--- src/rtl/agex_branch_resolver.sv ---
// Branch/jump resolver in AGEX: registered redirect+squash to FE on a mispredict, and a predictor-update queue that FE drains.
// Latency: redirect/squash 1 cycle after the resolve; a queued update is visible on upd_* 1 cycle after its push (no bypass).
// Backpressure: upd_ready gates pops only; a push into a full queue with no pop is dropped and counted, never stalling AGEX.
module agex_branch_resolver #(
    parameter int DBITS         = 32,
    parameter int UPDQ_DEPTH    = 4,
    parameter int SQUASH_CYCLES = 2
) (
    input  logic             clk,
    input  logic             reset,
    input  logic             br_valid,
    input  logic             br_is_cond,
    input  logic [DBITS-1:0] br_pc,
    input  logic [DBITS-1:0] br_pcplus,
    input  logic             br_taken,
    input  logic [DBITS-1:0] br_target,
    input  logic             pred_taken,
    input  logic [DBITS-1:0] pred_target,
    output logic             redirect_valid,
    output logic [DBITS-1:0] redirect_pc,
    output logic             squash,
    output logic             upd_valid,
    output logic [DBITS-1:0] upd_pc,
    output logic [DBITS-1:0] upd_target,
    output logic             upd_taken,
    input  logic             upd_ready,
    output logic [31:0]      stat_br,
    output logic [31:0]      stat_mispred,
    output logic [31:0]      stat_drop
);

    localparam int PW = (UPDQ_DEPTH < 2) ? 1 : $clog2(UPDQ_DEPTH);
    localparam int CW = $clog2(UPDQ_DEPTH + 1);
    localparam int SW = (SQUASH_CYCLES < 1) ? 1 : $clog2(SQUASH_CYCLES + 1);

    typedef struct packed {
        logic [DBITS-1:0] pc;
        logic             taken;
        logic [DBITS-1:0] target;
    } upd_entry_t;

    upd_entry_t       q_mem [UPDQ_DEPTH];
    upd_entry_t       q_head;
    upd_entry_t       push_dat;
    logic [PW-1:0]    wr_ptr;
    logic [PW-1:0]    rd_ptr;
    logic [CW-1:0]    q_count;
    logic [SW-1:0]    squash_cnt;

    logic [DBITS-1:0] act_pc;
    logic [DBITS-1:0] pred_pc;
    logic             accepted;
    logic             mispred;
    logic             push_req;
    logic             q_full;
    logic             pop;
    logic             push;
    logic             drop;

    // Resolve the real and predicted next PCs and decide what this resolve does.
    always_comb begin
        act_pc   = (br_is_cond && !br_taken) ? br_pcplus : br_target;
        pred_pc  = pred_taken ? pred_target : br_pcplus;
        accepted = br_valid && (squash_cnt == '0);
        mispred  = accepted && (act_pc != pred_pc);
        push_req = accepted && br_is_cond;
        q_full   = (q_count == CW'(UPDQ_DEPTH));
        pop      = upd_valid && upd_ready;
        push     = push_req && (!q_full || pop);
        drop     = push_req && !push;
        push_dat = '{pc: br_pc, taken: (act_pc == br_target) && br_taken, target: br_target};
    end

    // Redirect/squash pulse and the wrong-path window that follows it.
    always_ff @(posedge clk or negedge reset) begin
        if (!reset) begin
            redirect_valid <= 1'b0;
            squash         <= 1'b0;
            redirect_pc    <= '0;
            squash_cnt     <= '0;
        end else begin
            redirect_valid <= mispred;
            squash         <= mispred;
            if (mispred) begin
                redirect_pc <= act_pc;
                squash_cnt  <= SW'(SQUASH_CYCLES);
            end else if (squash_cnt != '0) begin
                squash_cnt  <= squash_cnt - SW'(1);
            end
        end
    end

    // Queue pointers and occupancy; a full queue still accepts a push when the head pops this cycle.
    always_ff @(posedge clk or negedge reset) begin
        if (!reset) begin
            wr_ptr  <= '0;
            rd_ptr  <= '0;
            q_count <= '0;
        end else begin
            if (push) wr_ptr <= wr_ptr + PW'(1);
            if (pop)  rd_ptr <= rd_ptr + PW'(1);
            q_count <= q_count + CW'(push) - CW'(pop);
        end
    end

    // Queue storage; contents are don't-care until the count says an entry is live.
    always_ff @(posedge clk) begin
        if (push) q_mem[wr_ptr] <= push_dat;
    end

    // Statistics counters, free-running and wrapping.
    always_ff @(posedge clk or negedge reset) begin
        if (!reset) begin
            stat_br      <= '0;
            stat_mispred <= '0;
            stat_drop    <= '0;
        end else begin
            if (push_req) stat_br      <= stat_br + 32'd1;
            if (mispred)  stat_mispred <= stat_mispred + 32'd1;
            if (drop)     stat_drop    <= stat_drop + 32'd1;
        end
    end

    // Head outputs are forced to zero while empty so reset clears them asynchronously.
    assign q_head     = q_mem[rd_ptr];
    assign upd_valid  = (q_count != '0);
    assign upd_pc     = upd_valid ? q_head.pc     : '0;
    assign upd_target = upd_valid ? q_head.target : '0;
    assign upd_taken  = upd_valid && q_head.taken;

endmodule

--- config.mk ---
export PLATFORM = sky130hd
export DESIGN_NAME = agex_branch_resolver
export DESIGN_NICKNAME = d
export VERILOG_FILES = /design/src/rtl/agex_branch_resolver.sv
export SDC_FILE = /design/constraint.sdc
export NUM_CORES = 1
export LEC_CHECK = 0
export ABC_AREA = 1
export BUFFER_PORTS_ARGS = -buffer_cell sky130_fd_sc_hd__buf_2
export CORE_MARGIN = 2
export CORE_UTILIZATION = 45
export DETAILED_ROUTE_END_ITERATION = 12
export GPL_TIMING_DRIVEN = 0
export PLACE_DENSITY_LB_ADDON = 0.15
export SYNTH_ARGS = -nofsm -noshare
export SYNTH_HDL_FRONTEND = slang
export SYNTH_SLANG_ARGS = --single-unit
export TNS_END_PERCENT = 50
--- constraint.sdc ---
create_clock -name clk -period 6.1 [get_ports clk]
set_input_delay 0.305 -clock clk [delete_from_list [all_inputs] [get_ports clk]]
set_output_delay 0.305 -clock clk [all_outputs]
set_load 0.01 [all_outputs]
Yosys cells after proc, flatten, opt, wreduce, memory -nomap -nowiden
Memory sizes are Yosys's and may differ from the RTL's.
Cells that the tools add are included.

storage, ports and cells
  output and inout port bits = 196
  flip-flop bits (word level) = 138
  logic and storage cells = 46
  input bits = 135
  bits in latches = 0
  RAM bits = 260
  memory bits (read-only) = 0
  memories kept = 1

cells by class
  divide/modulo/power cells = 0
  bitwise gates (word level) = 0
  shift-type cells = 0
  $mul = 0
  eq/ne operators = 3
  add/subtract/negate cells = 8
  $lt $le $gt $ge = 0
  mux-type cells = 8
  reductions and logical operators = 17

memory list
  memory  words  bits a word  read ports  clocked after memory_dff  wr ports  line  text
  q_mem   4      65           1           0                         1         42    upd_entry_t q_mem [UPDQ_DEPTH];

operator list
  cell                                               count
  two-way mux 32 bit                                 4
  adder 32 x 1 -> 32 bit (second input constant)     3
  == test 32 bit                                     1
  != test 32 bit                                     1
  logical AND 1 bit                                  9
  adder 2 x 1 -> 2 bit (second input constant)       2
  two-way mux 2 bit                                  2
  nonzero test 2 bit                                 2
  adder 3 x 1 -> 3 bit                               1
  == test 3 bit (second input constant)              1
  logical NOT 1 bit                                  3
  nonzero test 3 bit                                 1
  subtractor 3 x 1 -> 3 bit                          1
  logical NOT 2 bit                                  1
  two-way mux 1 bit                                  2
  subtractor 2 x 1 -> 2 bit (second input constant)  1
  logical OR 1 bit                                   1

Longest topological paths before layout
  depth in word-level cells = 6
  mapped depth = 18
  gate-level depth less buffers = 16

Worst setup path before layout
OpenSTA, ideal clock, no wires.

  kind = register to register
  from = reg squash_cnt[0]
  to = mem q_mem[0][0] (netlist name), enable pin
  cell stages (with the launch flop) = 7
  period minus slack after synthesis = 4.291 ns
  setup slack = 1.809 ns
  arrival time = 3.802 ns
  library setup time = 0.489 ns
  required time = 5.611 ns
  path buffers = 0
  path through = dfrtp_1 > inv_1 > ha_1 > nand2_1 > nor2_4 > nand2_1 > nor2_1

on the way
  longest elaborated chain between the ends = 6

RTL lines
  element                                  line  text
  start: declaration                       48    logic [SW-1:0] squash_cnt;
  start signal: assignment                 86    squash_cnt <= SW'(SQUASH_CYCLES);
  start signal: assignment                 88    squash_cnt <= squash_cnt - SW'(1);
  logical NOT 2 bit                        64    accepted = br_valid && (squash_cnt == '0);
  logical AND 1 bit                        64
  logical AND 1 bit                        66    push_req = accepted && br_is_cond;
  logical AND 1 bit                        69    push = push_req && (!q_full || pop);
  two-way mux 1 bit                        108   if (push) q_mem[wr_ptr] <= push_dat;
  two-way mux 1 bit (not written as such)  108
  end: declaration                         42

Every way passes these cells.

Worst setup path in the final report
  from = reg rd_ptr[0]
  to = out upd_target[17]

on the way
  longest elaborated chain between the ends = 2

RTL lines
  element                   line  text
  start: declaration        46    logic [PW-1:0] rd_ptr;
  start signal: assignment  101   if (pop) rd_ptr <= rd_ptr + PW'(1);
  memory (4 x 65 bit)       --
  two-way mux 32 bit        128   assign upd_target = upd_valid ? q_head.target : '0;
  end: declaration          24    output logic [DBITS-1:0] upd_target,

Every way passes these cells.

==> results.md <==
* Outcome: completed
* DR vias at 15,250
* Post-DP HPWL at 39,770 um
* Fin crit period at 3255 ps
* Sequential-to-total area share from yosys stat at 60.73%
* Worst Hold Class: in2reg
* Setup violations, final at 0
* CP Launch Type: flop
* R2R depth at 8
* Final Max Tran Viols at 0
* Post-synth top area share at 42.11%
* Worst IR Drop VDD at 232.1 uV
* Initial antenna violation count at 22
* Largest family of logic cells by synthesized area: simple AND/OR/NAND/NOR gates
* Post_cts resized at 0
* Worst-margin pin slew at 962.6 ps
* Endpoints failing hold at 0
* Post-Synth Simple-Gate Area at 20.84%
* GRT overflow at 0
* Synthesized Nets at 2,145
* CP required at 5790 ps
* Detailed Route WL at 55,520 um
* Setup TNS at 0 ps
* Residual DRC count at 0
* Adder-Cell Fraction of Synth Area at 0.7827%
* Rel. slew slack at 35.67%
* Clk slew on worst S/H paths at 60 ps
* Post-synthesis mux area share at 0%
* Clock skew at 16.19 ps
* Routability Congestion at 0.9431
* Power Dens Cells at 383.5 nW/um2
* Initial core utilization at 45.52%
* # Max-Cap Violations at 0
* Hold EP: q_mem[1][15]
* Clk pwr share at 28.7%
* Synth area leader: edfxtp_1
* Reg2reg start: squash_cnt[0]
* Internal power at 0.005639 W
* Nets at 2,589
* Synthesized flop and latch total at 398
* Most used flip-flop cell after synthesis: edfxtp_1
* FFs w/ async S/R, synth at 34.67%
* Ys Warns at 0
* Rows at 74
* Sw frac at 36.32%
* Static leakage at 10.47 nW
* Post-synth EDFFs at 260
* Crit Path Class: reg2out
* Worst Path Arrival at 2950 ps
* Compound-Gate Fraction of Synth Area at 7.206%
* Final period util at 53.37%
* RSZ-0062 raised after global routing: no
* Unique cell type count in the Yosys netlist at 30
* Commonest cells post-synth: nand2_1 (487), nor2_1 (332), edfxtp_1 (260), o21ai_0 (182), inv_1 (177)
* All-Layer GR Usage at 25.83%
* Largest cells by area after synthesis: edfxtp_1 (42%), dfrtp_1 (19%), nand2_1 (9.9%)
* I/O Pins at 331
* Final hold slack at 27.82 ps
* Synth Instances at 1,999
* Hold_sp: br_target[15]
* Die ar. at 42,850 um2
* Synth Area in XOR/XNOR at 4.440%
* Sequential fraction of design power at 37.1%
* DR WL/cell at 18.38 um
* First-pass GRT wire length at 83,970 um
* Mean Syn Cell Area at 9.276 um2
* Core region area at 40,740 um2
* Vias in the first global route at 14,910
* CTS tree: done
* Worst-path maximum fanout at 10
* Sink Count at 398
* Post-DRT Antenna Nets at 0
* Chip width at 207.0 um
* H-tree depth at 2
* Most frequent cell after synthesis: nand2_1
* P_sw at 0.003216 W
* Final cell count without fillers at 3,021
* CTS root buf: clkbuf_16
* Layout area overhead at 24.53%
* Crit. End Element: primary output
* Worst skew pair latency at 580 ps
* Synthesized area at 18,540 um2
* Cts bufs inserted at 43
* DRT Pass-1 Iters at 7
* Die height at 207.0 um
* I/O Buffers at 328
* Max frequency at 307.2 MHz
* Largest net degree at the start of global routing at 78
* Fraction of layout instances using a drive strength above 1 at 17.92%
* Placed cell count at 2,868
* Part of the power in combinational logic at 34.2%
* Maximum clock path buffer count at 3
* Flop2flop setup slack at 3150 ps
* Avg Vias per Cell at 5.048
* 1st-iter DRT viols at 924
* Hold Path Depth at 1
* Reg2reg end: q_mem[1][24]
==> flip-flops by register name, indices dropped and copies added, names as in the netlist <==
signal        cells
q_mem           260
q_count           3
stat_drop        32
redirect_pc      32
stat_br          32
rd_ptr            2
squash_cnt        2
wr_ptr            2
squash            1
stat_mispred     32
==> worst max-delay path, stage by stage, from the launching register on <==
cell and delay (ps):
dfrtp_1 350, clkbuf_1 190, inv_1 190, clkbuf_1 520, clkbuf_1 450, o21ai_0 160, a21oi_1 300, buf_2 190
==> cells by family after synthesis <==
group | count (synthesis)
flops | 398
fa+ha+maj | 11
xor+xnor | 94
simple gates | 964
buf+inv | 265
compound gates | 267
==> layout make-up <==
cell class	count	area, um2
fill	3743	17650
sequential	398	11260
multi-input combinational	1336	6200
timing repair buffer	399	2471
clock buffer	64	1195
inverter	180	675.6
tap	532	665.6
buffer	85	436.7
clock inverter	16	158.9
antenna	11	27.53
==> how the worst max path moves through the flow <==
stage | end | start | cells after the start
after floorplan | q_mem[0][0] | squash_cnt[0] | 6
after global placement | q_mem[2][33] | squash_cnt[0] | 6
after detailed placement | q_mem[3][33] | squash_cnt[0] | 8
after CTS | upd_target[6] | rd_ptr[0] | 7
after global routing | upd_target[6] | rd_ptr[0] | 8
final | upd_target[17] | rd_ptr[0] | 7
==> power by group through the flow <==
| stage | Sequential (W) | Clock (W) | Combinational [W] |
|---|---|---|---|
| finish | 0.00329 | 0.00254 | 0.00303 |
| global route | 0.00332 | 0.00270 | 0.00339 |
| CTS | 0.00329 | 0.00259 | 0.00308 |
| detailed placement | 0.00334 | 0 | 0.00303 |
| global placement | 0.00335 | 0 | 0.00296 |
| floorplan | 0.00339 | 0 | 0.00165 |
==> stage by stage <==
stage,worst slack (ps),instance area [um2],util (%),power (W)
2_1_floorplan,1809,18540,-,0.005045
3_3_place_gp,-582.4,20850,51.18,0.006304
3_5_place_dp,3086,21090,51.77,0.006368
4_1_cts,2748,23060,56.61,0.008955
5_1_grt,2553,23070,56.64,0.009402
6_report,2845,23090,56.68,0.008855
==> what timing repair did <==
action | in CTS | in global routing
buffers inserted | 0 | 0
endpoints found under the hold margin | 320 | 0
hold buffers | 62 | 0
==> layer usage <==
layer	GRT usage, %	share of wire, %
met1	32.54	41
met2	42.87	48
met3	7.739	8.1
met4	8.055	2.9
met5	0	0.28
==> cell usage in the layout (no fill, tap or decap), drive strengths merged, types with 5 or more instances in the layout <==
cell         count
a21oi           69
buf            384
clkbuf         102
clkinv          11
dfrtp          138
diode           11
dlygate4sd3     62
edfxtp         260
ha              10
inv            183
nand2          489
nand3           76
nand4           17
nor2           339
nor3            34
nor4             5
o21ai          198
xnor2           34
xor2            60
Power figures use the tool's default switching activity.
